--- src/rtl/input_ctrl_pkg.sv ---
// Shared definitions for the input_control button path.
// FSM encoding and timing defaults used by the debouncer.
package input_ctrl_pkg;

  typedef enum logic [1:0] {
    S_LOW  = 2'd0,
    S_RISE = 2'd1,
    S_HIGH = 2'd2,
    S_FALL = 2'd3
  } db_state_t;

  localparam int STABLE_CNT_DEF = 4;
  localparam int CNT_W_DEF      = 3;
  localparam int TICK_DIV       = 100;

endpackage

--- src/rtl/input_debouncer_if.sv ---
// Button bundle between input_control and the debouncer.
// Master drives sample clock and raw buttons; slave returns clean levels.
interface input_debouncer_if #(
  parameter int N_BTN = 4
) ();

  logic             clk100;
  logic [N_BTN-1:0] btn_raw;
  logic [N_BTN-1:0] btn_level;
  logic [N_BTN-1:0] btn_press;
  logic [N_BTN-1:0] btn_release;
  logic             tick;

  modport master (
    output clk100,
    output btn_raw,
    input  btn_level,
    input  btn_press,
    input  btn_release,
    input  tick
  );

  modport slave (
    input  clk100,
    input  btn_raw,
    output btn_level,
    output btn_press,
    output btn_release,
    output tick
  );

endinterface

--- src/rtl/debounce_cell.sv ---
// One button channel: 2-flop synchroniser, stability FSM and
// registered level / press / release outputs.
module debounce_cell
  import input_ctrl_pkg::*;
#(
  parameter int STABLE_CNT = STABLE_CNT_DEF,
  parameter int CNT_W      = CNT_W_DEF
) (
  input  logic clk,
  input  logic rst_n,
  input  logic tick,
  input  logic raw,
  output logic level,
  output logic press,
  output logic rel
);

  localparam logic [CNT_W-1:0] LAST = CNT_W'(STABLE_CNT - 1);
  localparam logic [CNT_W-1:0] ONE  = CNT_W'(1);

  logic [1:0] sync_q;
  logic       sync;
  db_state_t  state;
  logic [CNT_W-1:0] cnt;

  assign sync = sync_q[1];

  always_ff @(posedge clk or negedge rst_n) begin
    if (!rst_n) begin
      sync_q <= '0;
    end else begin
      sync_q <= {sync_q[0], raw};
    end
  end

  // cnt holds the number of ticks the new value has already been seen
  always_ff @(posedge clk or negedge rst_n) begin
    if (!rst_n) begin
      state <= S_LOW;
      cnt   <= '0;
      level <= 1'b0;
      press <= 1'b0;
      rel   <= 1'b0;
    end else begin
      press <= 1'b0;
      rel   <= 1'b0;
      if (tick) begin
        unique case (state)
          S_LOW: begin
            if (sync) begin
              state <= S_RISE;
              cnt   <= ONE;
            end else begin
              cnt   <= '0;
            end
          end
          S_RISE: begin
            if (!sync) begin
              state <= S_LOW;
              cnt   <= '0;
            end else if (cnt == LAST) begin
              state <= S_HIGH;
              cnt   <= '0;
              level <= 1'b1;
              press <= 1'b1;
            end else begin
              cnt   <= cnt + ONE;
            end
          end
          S_HIGH: begin
            if (!sync) begin
              state <= S_FALL;
              cnt   <= ONE;
            end else begin
              cnt   <= '0;
            end
          end
          S_FALL: begin
            if (sync) begin
              state <= S_HIGH;
              cnt   <= '0;
            end else if (cnt == LAST) begin
              state <= S_LOW;
              cnt   <= '0;
              level <= 1'b0;
              rel   <= 1'b1;
            end else begin
              cnt   <= cnt + ONE;
            end
          end
          default: begin
            state <= S_LOW;
            cnt   <= '0;
          end
        endcase
      end
    end
  end

endmodule

--- src/rtl/input_debouncer.sv ---
// Debouncer top: edge-detects clk100 into a one-cycle sample tick
// and fans it out to one debounce_cell per button.
module input_debouncer
  import input_ctrl_pkg::*;
#(
  parameter int N_BTN      = 4,
  parameter int STABLE_CNT = STABLE_CNT_DEF,
  parameter int CNT_W      = CNT_W_DEF
) (
  input  logic              clk,
  input  logic              rst_n,
  input_debouncer_if.slave  bus
);

  logic clk100_q;
  logic tick_q;

  // clk100_q resets high so a high clk100 at release is not an edge
  always_ff @(posedge clk or negedge rst_n) begin
    if (!rst_n) begin
      clk100_q <= 1'b1;
      tick_q   <= 1'b0;
    end else begin
      clk100_q <= bus.clk100;
      tick_q   <= bus.clk100 & ~clk100_q;
    end
  end

  assign bus.tick = tick_q;

  for (genvar i = 0; i < N_BTN; i++) begin : g_btn
    debounce_cell #(
      .STABLE_CNT (STABLE_CNT),
      .CNT_W      (CNT_W)
    ) u_cell (
      .clk   (clk),
      .rst_n (rst_n),
      .tick  (tick_q),
      .raw   (bus.btn_raw[i]),
      .level (bus.btn_level[i]),
      .press (bus.btn_press[i]),
      .rel   (bus.btn_release[i])
    );
  end

endmodule

--- src/flat_wrapper.sv ---
// flat-port wrapper written by rule: the top's interface ports become plain ports
module input_debouncer_flat import input_ctrl_pkg::*;
#(
  parameter int N_BTN      = 4,
  parameter int STABLE_CNT = STABLE_CNT_DEF,
  parameter int CNT_W      = CNT_W_DEF
)
  (clk, rst_n, bus_clk100, bus_btn_raw, bus_btn_level, bus_btn_press, bus_btn_release, bus_tick);
  input_debouncer_if #(.N_BTN(N_BTN)) bus_i ();
  input  logic clk;
  input  logic rst_n;
  input wire logic [$bits(bus_i.clk100)-1:0] bus_clk100;
  input wire logic [$bits(bus_i.btn_raw)-1:0] bus_btn_raw;
  output wire logic [$bits(bus_i.btn_level)-1:0] bus_btn_level;
  output wire logic [$bits(bus_i.btn_press)-1:0] bus_btn_press;
  output wire logic [$bits(bus_i.btn_release)-1:0] bus_btn_release;
  output wire logic [$bits(bus_i.tick)-1:0] bus_tick;
  assign bus_i.clk100 = bus_clk100;
  assign bus_i.btn_raw = bus_btn_raw;
  assign bus_btn_level = bus_i.btn_level;
  assign bus_btn_press = bus_i.btn_press;
  assign bus_btn_release = bus_i.btn_release;
  assign bus_tick = bus_i.tick;
  input_debouncer #(.N_BTN(N_BTN), .STABLE_CNT(STABLE_CNT), .CNT_W(CNT_W)) u_core (.clk(clk), .rst_n(rst_n), .bus(bus_i));
endmodule
--- config.mk ---
export PLATFORM = sky130hd
export DESIGN_NAME = input_debouncer_flat
export DESIGN_NICKNAME = d
export VERILOG_FILES = /design/src/rtl/input_ctrl_pkg.sv /design/src/rtl/input_debouncer_if.sv /design/src/rtl/debounce_cell.sv /design/src/rtl/input_debouncer.sv /design/src/flat_wrapper.sv
export SDC_FILE = /design/constraint.sdc
export NUM_CORES = 1
export LEC_CHECK = 0
export CORE_UTILIZATION = 55
export CTS_CLUSTER_SIZE = 8
export DETAILED_ROUTE_END_ITERATION = 8
export GPL_TIMING_DRIVEN = 0
export HOLD_SLACK_MARGIN = 0.03
export PLACE_DENSITY = 0.78
export SYNTH_ARGS = -nofsm -noshare
export SYNTH_HDL_FRONTEND = slang
export SYNTH_SLANG_ARGS = --single-unit
--- constraint.sdc ---
create_clock -name clk -period 1.34 [get_ports clk]
set_input_delay 0.268 -clock clk [delete_from_list [all_inputs] [get_ports clk]]
set_output_delay 0.268 -clock clk [all_outputs]
set_load 0.05 [all_outputs]
==> results of run 1 <==
how the worst max path moves through the flow:
stage	end	slack [ns]	cells past startpoint
2_1_floorplan	u_core.g_btn[2].u_cell.level$_DFFE_PN0P_	0.09	4
3_5_place_dp	bus_btn_level[3]	-0.18	2
5_1_grt	bus_btn_level[3]	-0.005	2
3_3_place_gp	u_core.bus.tick$_DFF_PN0_	-1.08	1
6_report	bus_tick	0.03	1
4_1_cts	bus_btn_release[0]	0.0009	2
cells in the mapped netlist, drive strengths merged:
library cell | number | area (um2)
xor2 | 4 | 42.55
nand4b | 4 | 35.03
a31o | 2 | 17.52
mux2 | 4 | 45.04
nand2 | 14 | 52.55
a21oi | 5 | 25.02
o22ai | 1 | 6.260
a21boi | 6 | 45.05
nor3b | 4 | 35.03
buf | 15 | 105.1
inv | 10 | 37.54
nand3b | 6 | 45.04
o21ai | 11 | 55.05
o211ai | 3 | 22.52
o32ai | 2 | 32.53
nand2b | 1 | 6.260
dfstp | 1 | 26.28
ha | 4 | 50.05
nor3 | 2 | 10.01
nand4 | 2 | 12.51
nor2b | 5 | 31.28
and4b | 2 | 20.02
dfrtp | 41 | 1026
nor2 | 2 | 7.510
area by class of cell:
type / count / area [um2]
Fill cell: 225 / 914.6
Buffer: 15 / 110.1
Tap cell: 44 / 55.05
Clock buffer: 6 / 41.29
Inverter: 10 / 37.54
Sequential cell: 42 / 1054
Timing Repair Buffer: 23 / 224.0
Clock inverter: 2 / 37.54
Multi-Input combinational cell: 84 / 604.3
power by group through the flow:
stage	logic [W]	clock network [W]	registers, W
after floorplan	0.000277	0	0.00149
after global placement	0.000359	0	0.00150
after detailed placement	0.000392	0	0.00151
after CTS	0.000400	0.000815	0.00149
after global routing	0.000451	0.000868	0.00151
final	0.000402	0.000792	0.00149
what timing repair did:
| item | CTS | global route |
|---|---|---|
| pin swaps | 0 | 1 |
| buffers inserted | 3 | 1 |
| cloned | 0 | 0 |
| setup endpoints to repair | 13 | 17 |
| resized for setup | 76 | 24 |
cell usage in the layout, fill, tap and decap left out, types with 2 or more instances in the layout:
cell type and count:
nor3_1 2, nor3b_1 3, nor2b_2 2, buf_2 2
nor2_1 2, nand2_1 14, dfrtp_1 40, buf_6 11
a21oi_1 5, a21boi_0 5, clkdlybuf4s50_1 5, buf_4 18
nand3b_1 6, o211ai_1 3, nand4b_1 4, and4b_1 2
xor2_1 3, nand4_1 2, ha_1 3, nor2b_1 3
o32ai_2 2, inv_1 10, clkbuf_4 7, mux2_2 4
o21ai_0 11, a31o_2 2
metal layers:
metal / routed length [um] / vias to the layer above / track usage (%)
met4: 56 / 0 / 8.163
li1: - / 570 / -
met1: 1162 / 581 / 21.15
met2: 1664 / 24 / 37.82
met5: 0 / - / 0
met3: 129 / 7 / 7.424
kinds of logic (layout without fill, tap and decap cells):
logic type,after synthesis,in the layout
AO/OA/AOI/OAI,30,30
XOR/XNOR,4,4
adder cells (fa/ha/maj),4,4
buffers and inverters,25,56
flip-flops,42,42
multiplexers,4,4
AND/OR/NAND/NOR,42,42
state kept, by name, summed over array words and instances (netlist names), named ones only:
name and flops:
u_core.g_btn.u_cell.rel 4, u_core.g_btn.u_cell.state 4, u_core.g_btn.u_cell.sync_q 8, u_core.bus.tick 1, u_core.g_btn.u_cell.level 4, u_core.g_btn.u_cell.press 4, u_core.g_btn.u_cell.cnt 12, u_core.clk100_q 1
per-stage QoR:
stage | total power (W) | worst slack [ns] | std cells | instance area (um2)
3_5_place_dp | 0.001905 | -0.1790 | 214 | 2033
4_1_cts | 0.002704 | 0.0008835 | 225 | 2102
6_report | 0.002687 | 0.03425 | 226 | 2163
3_3_place_gp | 0.001858 | -1.079 | 214 | 2038
2_1_floorplan | 0.001769 | 0.09402 | 151 | 1793
5_1_grt | 0.002828 | -0.005261 | 226 | 2163
==> results.tsv, run 1 <==
stage	metric	value	unit
critical_path	startpoint types	flip-flop	
cts	# clock sinks	42	
sta	setup TNS	0	ns
synth	Post-Syn Area	0.001792	mm2
min_path	Hold Crit Class	input pin to async pin	
die	boundary pin count	20	
routing	post-route DRC violation count	0	
pwr	clock network power share	29.5	%
sta	Post-Route Skew	0.01032	ns
critical_path	Buf/Inv on CP	1	
die	die area	0.003490	mm2
pwr	Net Sw Power	0.0007230	W
die	die width	59.08	um
cts	Num CTS Buffers	5	
critical_path	Worst setup EP type	primary output	
synth	sequential fraction of the synthesis area	58.73	%
sta	max_slew headroom	40.89	%
routing	Detailed Route Iter0 Violations	46	
die	starting density of the core	58.21	%
synth	Synth Area in Adders	2.793	%
sta	Slew @ Worst Pin	0.8867	ns
critical_path	Max stage delay on crit path	0.47	ns
critical_path	Crit Path Max Fanout	6	
critical_path	Crit Path Class	flip-flop to primary output	
critical_path	flop-to-flop setup slack	0.06	ns
critical_path	crit path from	u_core.bus.tick$_DFF_PN0_	
global_route	largest net degree at the start of global routing	43	
critical_path	Worst R2R Path Depth	3	
routing	via/cell ratio	5.230	
run_status	status	finished, final reports clean	
synth	Yosys warning count	0	
pwr	internal power	0.001964	W
placement	post-DP HPWL	2131	um
synth	unique cell type count in the Yosys netlist	28	
sta	Final Slew Violations	0	
pwr	combinational share of power	15.0	%
sta	hold_ws	0.02237	ns
routing	first drt pass iteration count	4	
pwr	pwr dens	1242	mW/mm2
pwr	Seq pwr share	55.5	%
die	Rows	20	
synth	Synthesized Nets	162	
critical_path	Slowest cell on crit path	dfrtp_2	
pwr	maximum VDD drop	0.0009231	V
die	Core Area	0.003078	mm2
die	Die H	59.08	um
routing	Final ANT Viol Nets	0	
global_route	Global Route Usage Sum	20.60	%
layout	layout cell share with drive strength beyond 1	30.22	%
synth	simple-gate share of the synthesized area	14.25	%
synth	Yosys reg bits	42	
sta	FMAX	765.8	MHz
critical_path	delay-heaviest family, CP	flip-flops	
critical_path	required time of the worst setup path	1.07	ns
run	Max Cap Viol	0	
sta	final worst path period share	97.44	%
synth	Syn Area/Cell	11.87	um2
placement	GPL Wtd Cong	0.7730	
cts	Post-CTS Hold Buffers	0	
cts	Root Driver	clkbuf_4	
pwr	Net Sw Frac	26.90	%
sta	Final Setup Violations	0	
layout	Antenna diodes	0	
synth	largest family of logic cells by synthesized area	simple AND/OR/NAND/NOR gates	
global_route	first-pass GRT wire length	5175	um
critical_path	Arr. time, crit path	1.04	ns
sta	Final min period	1.306	ns
cts	H-tree Lvls	2	
layout	# nets final	192	
critical_path	RR Startpoint	u_core.g_btn[0].u_cell.cnt[0]$_DFFE_PN0P_	
cts	CTS tree	yes	
synth	mux cell area share after synthesis	2.514	%
cts	CTS clk-pin slew, worst paths	0.12	ns
global_route	gr ovfl total	0	
routing	routed vias	1182	
synth	Post-Synthesis Cells	151	
critical_path	cells along the critical path	buf_4	
routing	final WL	3013	um
global_route	initial antenna violation count	0	
cts	clock buffer depth	2	
cts	Clk Latency, worst-skew pair	0.36	ns
routing	Avg WL per Cell	13.33	um
layout	Area Growth Syn to Fin	20.74	%
global_route	vias in the first global route	1234	
synth	Compound-Gate Fraction of Synth Area	11.38	%
layout	final core occ	70.28	%
placement	Buffers on Ports	19	
pwr	leakage power	1.015	nW
synth	Synth Area in XOR/XNOR	2.374	%
sta	Fin. Hold Viols	0	
(Power assumes the default switching activity.)
==> run 2, diff against run 1 <==
- CORE_ASPECT_RATIO: default -> 0.75
- CORE_MARGIN: default -> 2
==> results.tsv, run 2 (same netlist as run 1, synthesis figures left out) <==
stage	metric	value	unit	change
run_status	status	finished, final reports clean		unchanged
pwr	pwr dens	1374	mW/mm2	was 1242 mW/mm2
critical_path	Worst setup EP type	primary output		unchanged
sta	Post-Route Skew	0.006196	ns	was 0.01032 ns
sta	FMAX	772.2	MHz	was 765.8 MHz
cts	Num CTS Buffers	5		unchanged
layout	# nets final	189		was 192
critical_path	Slowest cell on crit path	dfrtp_1		was dfrtp_2
pwr	maximum VDD drop	0.001013	V	was 0.0009231 V
sta	max_slew headroom	40.97	%	was 40.89%
die	Rows	17		was 20
layout	area of the multi-input gates	611.8	um2	was 604.3 um2
pwr	Seq pwr share	51.7	%	was 55.5%
critical_path	cells along the critical path	buf_4 -> buf_2		was buf_4
placement	Cell Area, Placed	0.002026	mm2	was 0.002033 mm2
placement	Buffers on Ports	19		unchanged
routing	Final ANT Viol Nets	0		unchanged
layout	number of fill cells in the layout	212		was 225
global_route	Global Route Usage Sum	19.29	%	was 20.60%
layout	Area Growth Syn to Fin	17.46	%	was 20.74%
layout	Antenna diodes	0		unchanged
layout	most frequent cells in the layout	dfrtp_1 (40), buf_2 (15), nand2_1 (14)		was dfrtp_1 (40), buf_4 (18), nand2_1 (14)
die	starting density of the core	59.32	%	was 58.21%
routing	routed vias	1186		was 1182
routing	Detailed Route Iter0 Violations	118		was 46
sta	final worst path period share	96.64	%	was 97.44%
placement	placed cell count	208		was 214
pwr	Net Sw Frac	25.12	%	was 26.90%
layout	layout cell share with drive strength beyond 1	30.17	%	was 30.22%
sta	Final Slew Violations	0		unchanged
pwr	Net Sw Power	0.0007266	W	was 0.0007230 W
layout	final core occ	69.68	%	was 70.28%
routing	Avg WL per Cell	14.38	um	was 13.33 um
global_route	largest net degree at the start of global routing	43		unchanged
routing	post-route DRC violation count	0		unchanged
die	die width	69.91	um	was 59.08 um
pwr	clock network power share	35.1	%	was 29.5%
cts	Post-CTS Hold Buffers	0		unchanged
routing	first drt pass iteration count	4		unchanged
die	Die H	53.43	um	was 59.08 um
layout	FF/Latch Area	0.001054	mm2	unchanged
die	boundary pin count	20		unchanged
critical_path	Crit Path Max Fanout	3		was 6
die	Core Area	0.003020	mm2	was 0.003078 mm2
sta	Fin. Hold Viols	0		unchanged
critical_path	Crit Path Class	flip-flop to primary output		unchanged
placement	pre-CTS setup slack	-0.1705	ns	was -0.1790 ns
cts	Root Driver	clkbuf_8		was clkbuf_4
sta	Final min period	1.295	ns	was 1.306 ns
layout	max FFs per register	12		unchanged
critical_path	Max stage delay on crit path	0.40	ns	was 0.47 ns
run	Max Cap Viol	0		unchanged
layout	final std cells w/o fill	217		was 226
global_route	gr ovfl total	0		unchanged
pwr	internal power	0.002165	W	was 0.001964 W
sta	Slew @ Worst Pin	0.8855	ns	was 0.8867 ns
routing	final WL	3120	um	was 3013 um
global_route	vias in the first global route	1172		was 1234
pwr	Tot Pwr	0.002892	W	was 0.002687 W
layout	cell area after layout	0.002105	mm2	was 0.002163 mm2
cts	Clk Latency, worst-skew pair	0.29	ns	was 0.36 ns
placement	GPL Wtd Cong	0.7511		was 0.7730
sta	Final Setup Violations	0		unchanged
sta	setup ws final	0.04497	ns	was 0.03425 ns
critical_path	required time of the worst setup path	1.07	ns	about the same
die	die area	0.003735	mm2	was 0.003490 mm2
layout	commonest non-fill, non-tap cell in the layout	dfrtp_1		unchanged
cts	# clock sinks	42		unchanged
layout	Reg with most FFs	u_core.g_btn.u_cell.cnt		unchanged
pwr	combinational share of power	13.3	%	was 15.0%
placement	post-DP HPWL	2169	um	was 2131 um
cts	clock buffer depth	2		unchanged
routing	via/cell ratio	5.465		was 5.230
min_path	Hold Crit Class	input pin to async pin		unchanged
layout	Largest regs	u_core.g_btn.u_cell.cnt: 12 flops, u_core.g_btn.u_cell.sync_q: 8 flops		unchanged
pwr	leakage power	1.010	nW	was 1.015 nW
cts	CTS clk-pin slew, worst paths	0.07	ns	was 0.12 ns
global_route	first-pass GRT wire length	5209	um	was 5175 um
critical_path	startpoint types	flip-flop		unchanged
global_route	initial antenna violation count	0		unchanged
cts	CTS tree	yes		unchanged
critical_path	Arr. time, crit path	1.03	ns	was 1.04 ns
cts	H-tree Lvls	2		unchanged
[run 2: worst paths after layout]
kind                                                            start                                    endpoint  slack (ns)  cells after the start
setup / recovery             u_core.g_btn[2].u_cell.level$_DFFE_PN0P_                            bus_btn_level[2]        0.04                      2
setup reg to reg            u_core.g_btn[0].u_cell.cnt[0]$_DFFE_PN0P_    u_core.g_btn[0].u_cell.level$_DFFE_PN0P_        0.04                      4
max in group asynchronous                                       rst_n                   u_core.bus.tick$_DFF_PN0_        0.64                      1
hold reg to reg            u_core.g_btn[2].u_cell.sync_q[0]$_DFF_PN0_  u_core.g_btn[2].u_cell.sync_q[1]$_DFF_PN0_        0.35                      0
min in group clk           u_core.g_btn[2].u_cell.sync_q[0]$_DFF_PN0_  u_core.g_btn[2].u_cell.sync_q[1]$_DFF_PN0_        0.35                      0
hold / removal                                                  rst_n        u_core.g_btn[1].u_cell.rel$_DFF_PN0_        0.09                      1
[run 2: layer usage]
layer  GRT usage (%)  up-vias  share of wire [%]
met1           21.91      591                 42
met5               0        -                  0
met2           34.29       24                 52
met3           4.571        7                3.6
met4           10.90        0                2.4
li1                -      564                  -
[run 2: layout make-up]
| cell class | count | area share [%] |
|---|---|---|
| tap | 38 | 2.259 |
| multi-input combinational | 84 | 29.07 |
| buffer | 15 | 5.113 |
| inverter | 10 | 1.784 |
| clock inverter | 1 | 1.427 |
| timing repair buffer | 20 | 6.183 |
| clock buffer | 7 | 4.102 |
| sequential | 42 | 50.06 |
[run 2: timing repair]
item / 4_1_cts / 5_1_grt
pin swaps: 0 / 1
resized for setup: 65 / 8
endpoints found under the setup margin: 13 / 9
setup buffers: 0 / 1
[run 2: per-stage QoR]
step | hold WS, ns | TNS (ns)
finish | 0.09058 | 0
global route | 0.1623 | -0.002834
CTS | 0.1229 | 0
detailed placement | 0.3371 | -1.733
global placement | 0.3325 | -40.70
floorplan | -0.02759 | 0
[run 2: power by group through the flow]
| stage | registers [W] | logic [W] | clock network (W) |
|---|---|---|---|
| 2_1_floorplan | 0.00149 | 0.000277 | 0 |
| 6_report | 0.00149 | 0.000384 | 0.00101 |
| 4_1_cts | 0.00149 | 0.000384 | 0.00104 |
| 3_3_place_gp | 0.00150 | 0.000360 | 0 |
| 5_1_grt | 0.00151 | 0.000425 | 0.00109 |
| 3_5_place_dp | 0.00151 | 0.000389 | 0 |
[run 2: worst max-delay path: cells and delay by family, from the launching register on]
family   cells  cell delay (ns)
flops        1             0.40
buf+inv      2             0.33
